===== src/rtl/booth_seq_ctrl.sv =====
// Radix-2 Booth multiplier sequencer: init/load/shift strobes, add/sub select, iteration count.
// Optional abort input is enabled by defining BOOTH_SEQ_ABORT_EN.
module booth_seq_ctrl #(
  parameter int unsigned WIDTH = 4,
  parameter int unsigned CNT_W = 3
) (
  input  logic       clk,
  input  logic       rst,
  input  logic       start,
  input  logic       q_lsb,
  input  logic       q_prev,
`ifdef BOOTH_SEQ_ABORT_EN
  input  logic       abort,
`endif
  output logic       init,
  output logic [1:0] alu_op,
  output logic       load,
  output logic       shift,
  output logic       busy,
  output logic       done
);

  typedef enum logic [2:0] {
    S_IDLE  = 3'd0,
    S_INIT  = 3'd1,
    S_EVAL  = 3'd2,
    S_LOAD  = 3'd3,
    S_SHIFT = 3'd4,
    S_DONE  = 3'd5
  } state_t;

  localparam logic [1:0] OP_NONE = 2'b00;
  localparam logic [1:0] OP_ADD  = 2'b01;
  localparam logic [1:0] OP_SUB  = 2'b10;

  state_t             r_state;
  state_t             w_nxt_state;
  logic [CNT_W-1:0]   r_cnt;
  logic [CNT_W-1:0]   w_nxt_cnt;
  logic [1:0]         r_op;
  logic [1:0]         w_nxt_op;
  logic               r_init;
  logic [1:0]         r_alu_op;
  logic               r_load;
  logic               r_shift;
  logic               r_busy;
  logic               r_done;

  // Next-state, counter and operation select
  always_comb begin
    w_nxt_state = S_IDLE;
    w_nxt_cnt   = r_cnt;
    w_nxt_op    = r_op;
    case (r_state)
      S_IDLE:  w_nxt_state = start ? S_INIT : S_IDLE;
      S_INIT: begin
        w_nxt_cnt   = CNT_W'(WIDTH);
        w_nxt_state = S_EVAL;
      end
      S_EVAL: begin
        case ({q_lsb, q_prev})
          2'b10: begin
            w_nxt_op    = OP_SUB;
            w_nxt_state = S_LOAD;
          end
          2'b01: begin
            w_nxt_op    = OP_ADD;
            w_nxt_state = S_LOAD;
          end
          default: begin
            w_nxt_op    = OP_NONE;
            w_nxt_state = S_SHIFT;
          end
        endcase
      end
      S_LOAD:  w_nxt_state = S_SHIFT;
      S_SHIFT: begin
        w_nxt_cnt   = r_cnt - CNT_W'(1);
        w_nxt_state = (r_cnt == CNT_W'(1)) ? S_DONE : S_EVAL;
      end
      S_DONE: begin
        w_nxt_op    = OP_NONE;
        w_nxt_state = S_IDLE;
      end
      default: begin
        w_nxt_op    = OP_NONE;
        w_nxt_state = S_IDLE;
      end
    endcase
`ifdef BOOTH_SEQ_ABORT_EN
    // Abort overrides every busy-state transition; the current strobe is already registered
    if (abort && (r_state != S_IDLE)) begin
      w_nxt_state = S_IDLE;
      w_nxt_op    = OP_NONE;
    end
`endif
  end

  // State, counter and outputs registered from the next state so reset clears outputs at once
  always_ff @(posedge clk or negedge rst) begin
    if (!rst) begin
      r_state  <= S_IDLE;
      r_cnt    <= '0;
      r_op     <= OP_NONE;
      r_init   <= 1'b0;
      r_alu_op <= OP_NONE;
      r_load   <= 1'b0;
      r_shift  <= 1'b0;
      r_busy   <= 1'b0;
      r_done   <= 1'b0;
    end else begin
      r_state  <= w_nxt_state;
      r_cnt    <= w_nxt_cnt;
      r_op     <= w_nxt_op;
      r_init   <= (w_nxt_state == S_INIT);
      r_alu_op <= (w_nxt_state == S_LOAD) ? w_nxt_op : OP_NONE;
      r_load   <= (w_nxt_state == S_LOAD);
      r_shift  <= (w_nxt_state == S_SHIFT);
      r_busy   <= (w_nxt_state != S_IDLE);
      r_done   <= (w_nxt_state == S_DONE);
    end
  end

  assign init   = r_init;
  assign alu_op = r_alu_op;
  assign load   = r_load;
  assign shift  = r_shift;
  assign busy   = r_busy;
  assign done   = r_done;

endmodule


===== config.mk =====
export PLATFORM = sky130hd
export DESIGN_NAME = booth_seq_ctrl
export DESIGN_NICKNAME = d
export VERILOG_FILES = /design/src/rtl/booth_seq_ctrl.sv
export SDC_FILE = /design/constraint.sdc
export NUM_CORES = 1
export LEC_CHECK = 0
export BUFFER_PORTS_ARGS = -buffer_cell sky130_fd_sc_hd__buf_2
export CAP_MARGIN = 20
export CORE_AREA = 4 4 41 43
export DETAILED_ROUTE_END_ITERATION = 6
export DIE_AREA = 0 0 45 47
export PLACE_DENSITY = 0.69
export SLEW_MARGIN = 5
export SYNTH_ARGS = -nofsm -noshare
export SYNTH_HDL_FRONTEND = slang
export SYNTH_SLANG_ARGS = --single-unit

===== constraint.sdc =====
create_clock -name clk -period 3.8 [get_ports clk]
set_input_delay 0.95 -clock clk [delete_from_list [all_inputs] [get_ports clk]]
set_output_delay 0.95 -clock clk [all_outputs]
set_load 0.01 [all_outputs]

==> results.md <==
- Outcome: completed
- H-tree levels: 1
- Hold EP: r_cnt[1]
- Post_cts resized: 0
- Routability congestion estimate: 0.663
- Hold Buf Count CTS: 0
- DR pass1 iterations: 3
- N_diodes: 0
- Die Y: 47 um
- Clock share of power: 0.176
- Clk slew on worst S/H paths: 0.09 ns
- Worst Path Required: 4.01 ns
- Total internal power: 306 uW
- Clock Skew: 0.00391 ns
- IO buf count: 11
- Via density: 4.99
- Final instance count without filler cells: 84
- GR Overflow Total: 0
- Pwr dens: 699 mW/mm2
- Critical-path maximum fanout: 3
- Data arrival time of the critical path: 1.96 ns
- I/O pin total: 12
- Total track usage: 0.121
- FF-to-FF path depth: 4
- Fillers: 127
- # Max-Cap Violations: 0
- Die area: 0.00212 mm2
- First-pass GRT wire length: 1800 um
- Area grow syn2layout: 15.1%
- Clk sink count: 13
- Worst-margin pin slew: 0.432 ns
- Synth Area per Inst: 10.8 um2
- DRT antenna net count: 0
- Drt wl/cell: 12.9 um
- Seq. cell area: 325 um2
- P_leak: 0.000360 uW
- Distinct cell type count after synthesis: 24
- Max Buffers Root-to-Sink: 2
- Initial Util: 0.466
- Worst VDD drop: 0.377 mV
- RSZ-0062 raised after global routing: false
- Vias in the first global route: 418
- Initial DRC count: 6
- Post-Synthesis Cells: 56
- Slew HR: 0.712
- Pin count of the biggest net entering global routing: 15
- Antenna violations before repair: 0
- Max-slew violations: 0
- Rows: 13
- Worst-Skew Late Latency: 0.27 ns
- Worst hold start: r_cnt[1]
- Critical Path Source Type: primary input
- Crit end category: flip-flop
- Sequential Power Share: 0.480
- Worst Hold Class: reg -> reg
- Reg2reg end: alu_op[0]
- Netlist Area Pre-Place: 607 um2
- Sw Ratio: 0.373
- Final Hold Vio Count: 0
- Vias: 419
- CTS tree: yes
- Setup CP Type: in -> reg
- Post-DP HPWL: 782 um
- Number of setup buffers added after CTS: 0
- Share of the yosys chip area belonging to registers: 0.536
- Dpl cells: 80
- Chip Width: 45 um
- WHS Path Cells: 1
- Multi-input logic area: 253 um2
- Tmin final: 1.75 ns
- Net Sw Power: 182 uW
- Final cycle utilization of the critical path: 0.460
- Register-to-register setup slack: 2.42 ns
- Setup violators final: 0
- Core area: 0.00130 mm2
- Root Buffer: clkbuf_4
- Total negative slack: 0 ns
- Max Freq: 0.572 GHz
- RR Startpoint: r_state[2]
- Nets: 79
- Cts bufs inserted: 3
- Total number of yosys warnings: 0
- Ratio of cells with drive above 1 in the final layout: 0.261
- DRC viols: 0
- Number of synthesized register bits: 13
- WL final: 1080 um
- Combinational power share: 0.344
- Syn_nets: 65
[cell families after synthesis]
family,count (synthesis),share of synthesized area
mux,1,0.0165
compound gates,12,0.130
flops,13,0.536
buf+inv,7,0.0474
simple gates,19,0.188
fa+ha+maj,4,0.0825
[area by class of cell]
cell class | count | share of cell area
clock buffer | 3 | 0.0323
tap | 15 | 0.0269
timing repair buffer | 11 | 0.0789
sequential | 13 | 0.466
multi-input combinational | 36 | 0.362
inverter | 5 | 0.0269
clock inverter | 1 | 0.00717
[how the worst max path moves through the flow]
stage	end	depth (start not counted)	start
after floorplan	alu_op[0]	5	q_lsb
after global placement	alu_op[1]	6	q_lsb
after detailed placement	alu_op[0]	6	q_lsb
after CTS	alu_op[0]	6	q_lsb
after global routing	alu_op[0]	6	q_lsb
final	alu_op[0]	6	q_lsb
[synth_stat cells, drive strengths merged]
cell type | n | area, um2
a22o | 2 | 17.5
dfrtp | 13 | 325
or3 | 1 | 11.3
inv | 5 | 18.8
nand2b | 4 | 25.0
nand4b | 1 | 8.76
ha | 4 | 50.1
buf | 2 | 10.0
o21ai | 4 | 20.0
nor3 | 1 | 5.00
a21oi | 2 | 10.0
nor2 | 3 | 11.3
nor3b | 1 | 7.51
and3 | 1 | 6.26
or2 | 2 | 12.5
o21a | 2 | 15.0
mux2i | 1 | 10.0
o22a | 1 | 8.76
o21bai | 1 | 7.51
nor2b | 1 | 6.26
and2 | 2 | 12.5
nand2 | 2 | 7.51
[worst max-delay path, stage by stage]
cell and delay (ns):
buf_2 0.09, inv_1 0.04, ha_1 0.29, or3_4 0.40, inv_2 0.07, and2_1 0.13
[through the flow]
| stage | util | total power [uW] | setup slack, ns | hold slack (ns) | area, um2 |
|---|---|---|---|---|---|
| after CTS | 0.537 | 492 | 2.04 | 0.532 | 698 |
| after global routing | 0.537 | 529 | 2.01 | 0.552 | 698 |
| final | 0.537 | 488 | 2.05 | 0.530 | 698 |
| after global placement | 0.515 | 397 | 1.80 | 0.508 | 671 |
| after floorplan | - | 354 | 1.92 | 0.488 | 607 |
| after detailed placement | 0.515 | 403 | 1.75 | 0.505 | 671 |
[layer usage]
layer  GRT usage  share of wire
met5           0              0
met3      0.0383          0.044
met1       0.143           0.41
met4      0.0351         0.0065
met2       0.212           0.54
[cells in the final DEF, fill, tap and decap left out]
cell type,instances
a21oi_1,2
a22o_1,2
and2_1,2
and3_1,1
buf_2,11
clkbuf_4,3
clkinv_2,1
dfrtp_1,13
ha_1,4
inv_1,4
inv_2,1
mux2i_1,1
nand2_1,2
nand2b_1,4
nand4b_1,1
nor2_1,3
nor2b_1,1
nor3_1,1
nor3b_1,1
o21a_1,2
o21ai_0,4
o21bai_1,1
o22a_1,1
or2_0,1
or2_2,1
or3_4,1
[state kept, by name, indices dropped and copies added (netlist names)]
signal and count:
alu_op 2, busy 1, done 1, init 1, load 1, r_cnt 3
r_state 3, shift 1
[power by group through the flow]
stage	Combinational (uW)	Sequential, uW	Clock (uW)
3_5_place_dp	168	235	0
5_1_grt	193	242	94.3
2_1_floorplan	135	220	0
3_3_place_gp	164	233	0
6_report	168	234	85.9
4_1_cts	171	233	87.6
No activity file was read; power rests on OpenSTA's default activity.
